### src/rtl/codificador_jogo.sv
// Role encoder: turns explicit wolf/doctor choices into the packed role word and its seed-ROM address.
// Optional SEED_ADDR_EN builds the seed address path; otherwise seed_addr is tied to 0.
module codificador_jogo #(
  parameter int N_JOG  = 5,
  parameter int ADDR_W = 5
) (
  input  logic                  clock,
  input  logic                  reset_n,
  input  logic                  iniciar,
  input  logic [2:0]            lobo,
  input  logic [2:0]            medico,
  output logic                  ocupado,
  output logic                  pronto,
  output logic                  erro,
  output logic [2*N_JOG-1:0]    jogo,
  output logic [ADDR_W-1:0]     seed_addr,
  output logic [2:0]            db_estado
);

  typedef enum logic [2:0] {
    OCIOSO  = 3'd0,
    VALIDA  = 3'd1,
    MONTA   = 3'd2,
    CONCLUI = 3'd3,
    ERRO    = 3'd4
  } estado_t;

  localparam logic [2:0] ULTIMO_JOG = 3'(N_JOG - 1);

  estado_t              estado;
  logic [2:0]           lobo_reg;
  logic [2:0]           medico_reg;
  logic [2:0]           cnt;
  // Holds only the N_JOG-1 players already shifted; the last class is merged when jogo loads.
  logic [2*N_JOG-3:0]   shift;
  logic [1:0]           classe;
  logic                 ultimo;

  always_comb begin
    classe = 2'b00;
    if (cnt == lobo_reg)
      classe = 2'b01;
    else if (cnt == medico_reg)
      classe = 2'b10;
  end

  assign ultimo    = (cnt == ULTIMO_JOG);
  assign ocupado   = (estado != OCIOSO);
  assign db_estado = estado;

  always_ff @(posedge clock or negedge reset_n) begin
    if (!reset_n) begin
      estado     <= OCIOSO;
      lobo_reg   <= '0;
      medico_reg <= '0;
      cnt        <= '0;
      shift      <= '0;
      jogo       <= '0;
      pronto     <= 1'b0;
      erro       <= 1'b0;
    end else begin
      case (estado)
        OCIOSO: begin
          pronto <= 1'b0;
          if (iniciar) begin
            lobo_reg   <= lobo;
            medico_reg <= medico;
            erro       <= 1'b0;
            estado     <= VALIDA;
          end
        end
        VALIDA: begin
          if (int'(lobo_reg) >= N_JOG || int'(medico_reg) >= N_JOG ||
              lobo_reg == medico_reg) begin
            estado <= ERRO;
          end else begin
            shift  <= '0;
            cnt    <= '0;
            estado <= MONTA;
          end
        end
        MONTA: begin
          shift <= {shift[2*N_JOG-5:0], classe};
          cnt   <= cnt + 3'd1;
          if (ultimo) begin
            jogo   <= {shift, classe};
            pronto <= 1'b1;
            estado <= CONCLUI;
          end
        end
        CONCLUI: begin
          pronto <= 1'b0;
          estado <= OCIOSO;
        end
        ERRO: begin
          erro   <= 1'b1;
          estado <= OCIOSO;
        end
        default: begin
          pronto <= 1'b0;
          estado <= OCIOSO;
        end
      endcase
    end
  end

`ifdef SEED_ADDR_EN
  logic [ADDR_W-1:0] addr_calc;

  // Row = wolf index, column = doctor index with the diagonal removed.
  always_comb begin
    addr_calc = ADDR_W'(lobo_reg) * ADDR_W'(N_JOG - 1);
    if (medico_reg < lobo_reg)
      addr_calc = addr_calc + ADDR_W'(medico_reg);
    else
      addr_calc = addr_calc + ADDR_W'(medico_reg) - ADDR_W'(1);
  end

  always_ff @(posedge clock or negedge reset_n) begin
    if (!reset_n)
      seed_addr <= '0;
    else if (estado == MONTA && ultimo)
      seed_addr <= addr_calc;
  end
`else
  assign seed_addr = '0;
`endif

endmodule

### config.mk
export PLATFORM = sky130hd
export DESIGN_NAME = codificador_jogo
export DESIGN_NICKNAME = d
export VERILOG_FILES = /design/src/rtl/codificador_jogo.sv
export SDC_FILE = /design/constraint.sdc
export NUM_CORES = 1
export LEC_CHECK = 0
export ABC_AREA = 1
export BUFFER_PORTS_ARGS = -buffer_cell sky130_fd_sc_hd__buf_2
export CAP_MARGIN = 40
export CELL_PAD_IN_SITES_DETAIL_PLACEMENT = 1
export CELL_PAD_IN_SITES_GLOBAL_PLACEMENT = 1
export CORE_MARGIN = 2
export CORE_UTILIZATION = 39
export CTS_BUF_LIST = sky130_fd_sc_hd__clkbuf_16
export CTS_CLUSTER_DIAMETER = 60
export CTS_CLUSTER_SIZE = 10
export DETAILED_ROUTE_END_ITERATION = 10
export PLACE_DENSITY_LB_ADDON = 0.1
export SETUP_SLACK_MARGIN = 0.5
export SLEW_MARGIN = 20
export SYNTH_ARGS = -nofsm -noshare
export SYNTH_HDL_FRONTEND = slang
export SYNTH_SLANG_ARGS = --single-unit
### constraint.sdc
create_clock -name clock -period 1.5 [get_ports clock]
set_clock_uncertainty 0.1 [all_clocks]
set_input_delay 0.075 -clock clock [delete_from_list [all_inputs] [get_ports clock]]
set_output_delay 0.075 -clock clock [all_outputs]
set_load 0.005 [all_outputs]
==> flow_metrics.tcl <==
set metrics [dict create \
    outcome "complete, but fails checks" \
    violations "hold timing" \
    clock-sinks 32 \
    area_growth_pct 53.7 \
    period_share_pct 98.8 \
    rows 22 \
    powerDensity_nw_per_um2 2230 \
    wire_per_inst_um 17.9 \
    critical_path_class "reg -> reg" \
    worstPathArrival_ns 1.54 \
    path_delay_family "simple AND/OR/NAND/NOR gates" \
    start_util_pct 40.5 \
    largest_reg_flops 10 \
    cts_hold_buf 6 \
    drc 0 \
    antenna_found_initial 0 \
    cpMostUsedCell "nand2_2" \
    use_met1_pct 24.8 \
    dpl.cell_count 242 \
    htree_levels 2 \
    max-slew-margin-rel_pct 51.8 \
    worstMarginPinSlew_ns 0.722 \
    layout_commonest_cell "nand2_1" \
    cts_root_buf "clkbuf_16" \
    fmax_mhz 675 \
    crit_path_max_incr_delay_ns 0.44 \
    path_cells "inv_2 > nand2_2 > nand2_2 > nor2_4 > nand2_2 > nand3_4 > buf_6 > nand3_2 > nand2_1" \
    grtUsageMet2_pct 39.0 \
    crit_required_ns 1.56 \
    clk_latency_ns 0.28 \
    final_nets 240 \
    firstDrtPassIters 4 \
    critPathMaxFanout 6 \
    busiest_layer "met2" \
    top_register "jogo" \
    finalNonFillerCells 278 \
    final_cell_mix "nand2_1, dfrtp_1, buf_2" \
    port_buffers 24 \
    ir_drop_mv 1.07 \
    via_count 1389 \
    grt_pass1_vias 1456 \
    min_period_ns 1.48 \
    syn_inst 172 \
    gp_congestion 0.775 \
    regToRegSetupSlack_ns 0.02 \
    hold_class "in -> async" \
    top_regs "jogo x10, shift x8" \
    drtIter0Drc 58 \
    worst-path-buf-inv 2 \
    cp_slowest_cell "dfrtp_2" \
    die_area_um2 4280 \
    ys_ff_latch 32 \
    startpoint_type "register" \
    diodes 0 \
    drt-vias-per-instance 5.00 \
    maxSlewViolCount 0 \
    hpwl_um 2450 \
    grt_max_degree 33 \
    ys_types 21 \
    fp.dieW_um 65.4 \
    yosysWarnings 0 \
    overflow 0 \
    die_h_um 65.4 \
    fin_util_pct 62.2 \
    finalSetupTns_ns 0 \
    cap_violations 0 \
    end_kind "register" \
    detail-route-antenna-nets 0 \
    cts_tree "done" \
    reg2reg_from "lobo_reg[2]$_DFFE_PN0P_" \
    synth_area_um2 1470 \
    drive_gt1_share_pct 50.0 \
    grt_pass1_wl_um 6870 \
    dpl_cell_area_um2 1630 \
    cts_buffer_depth 2 \
    crit_start "lobo_reg[2]$_DFFE_PN0P_" \
    coreArea_um2 3630 \
    use_met3_pct 5.99 \
    hold_viol 32 \
    track_usage_pct 21.9 \
    reg2reg_depth 9 \
    rsz0062_at_grt "true" \
    setup_viol 0 \
    clk_pin_slew_worst_paths_ns 0.06 \
    holdWs_ns -0.248 \
    postSynthAreaPerCell_um2 8.55 \
    fin_area_um2 2260 \
    num_io_pins 30 \
    leakagePower_nw 1.21 \
    cts_buffers 5 \
    ys_seq_area_share_pct 54.5 \
    routed_wirelength_um 4980 \
    r2r-end "shift[4]$_DFFE_PN0P_" \
]
-- cell families after synthesis --
group                      Yosys count  share of synthesized area (%)
xor gates and xnor gates             8                           4.77
other                                1                          0.255
buffers and inverters               25                           8.85
DFF                                 32                           54.5
AOI/OAI and AO/OA                    9                           3.06
adders and majority gates            2                           1.70
and+or+nand+nor                     95                           26.9
-- cell usage after synthesis --
cell type / number / share of area (%)
nand3_1: 16 / 5.4
nand3_2: 1 / 0.68
inv_1: 13 / 3.3
nor3_1: 2 / 0.68
nand4_1: 1 / 0.43
and2_1: 1 / 0.43
nor2_1: 1 / 0.26
dfrtp_1: 32 / 54
o21ai_0: 8 / 2.7
conb_1: 1 / 0.26
xor2_1: 4 / 2.4
inv_2: 1 / 0.26
ha_1: 2 / 1.7
nand2_1: 71 / 18
buf_6: 1 / 0.77
xnor2_1: 4 / 2.4
buf_4: 7 / 3.6
buf_2: 2 / 0.68
nor2_2: 2 / 0.85
clkinv_1: 1 / 0.26
a21oi_1: 1 / 0.34
-- cell type report --
| type | count | area [µm²] |
|---|---|---|
| clock inverters | 3 | 42.5 |
| flip-flops and latches | 32 | 807 |
| repair buffers | 56 | 405 |
| fillers | 434 | 1370 |
| well taps | 48 | 60.1 |
| multi-input cells | 119 | 753 |
| clock buffers | 5 | 125 |
| inverters | 15 | 66.3 |
-- metrics by stage --
step	worst slack, ns	total power, mW
after global routing	-0.0101	5.30
after global placement	0.0694	2.57
after floorplan	0.222	2.25
after detailed placement	0.00790	2.66
final	0.0187	5.04
after CTS	0.140	4.40
-- worst max-delay path by stage --
stage | to | cells after the start
6_report | shift[4]$_DFFE_PN0P_ | 9
5_1_grt | shift[4]$_DFFE_PN0P_ | 9
4_1_cts | ocupado | 4
3_5_place_dp | shift[5]$_DFFE_PN0P_ | 4
3_3_place_gp | shift[7]$_DFFE_PN0P_ | 4
2_1_floorplan | pronto$_DFFE_PN0P_ | 7
-- report_power, final --
group	internal [mW]	switching, mW	leakage, nW
sequential	1.17	0.361	0.422
clock	0.779	0.381	0.0798
combinational	1.07	1.28	0.711
-- per-layer routing --
metal / share of wire (%) / vias up
li1: - / 634
met1: 39 / 698
met2: 53 / 42
met3: 4.3 / 15
met4: 3.8 / 0
met5: 0 / -
-- repair_timing --
action | in CTS | in global routing
setup buffers | 14 | 7
endpoints found under the setup margin | 35 | 36
pin swaps | 10 | 13
hold endpoints to repair | 38 | 32
gates resized for setup | 34 | 40
gates cloned | 1 | 0
Note: power is estimated with default switching activity, not from simulation.
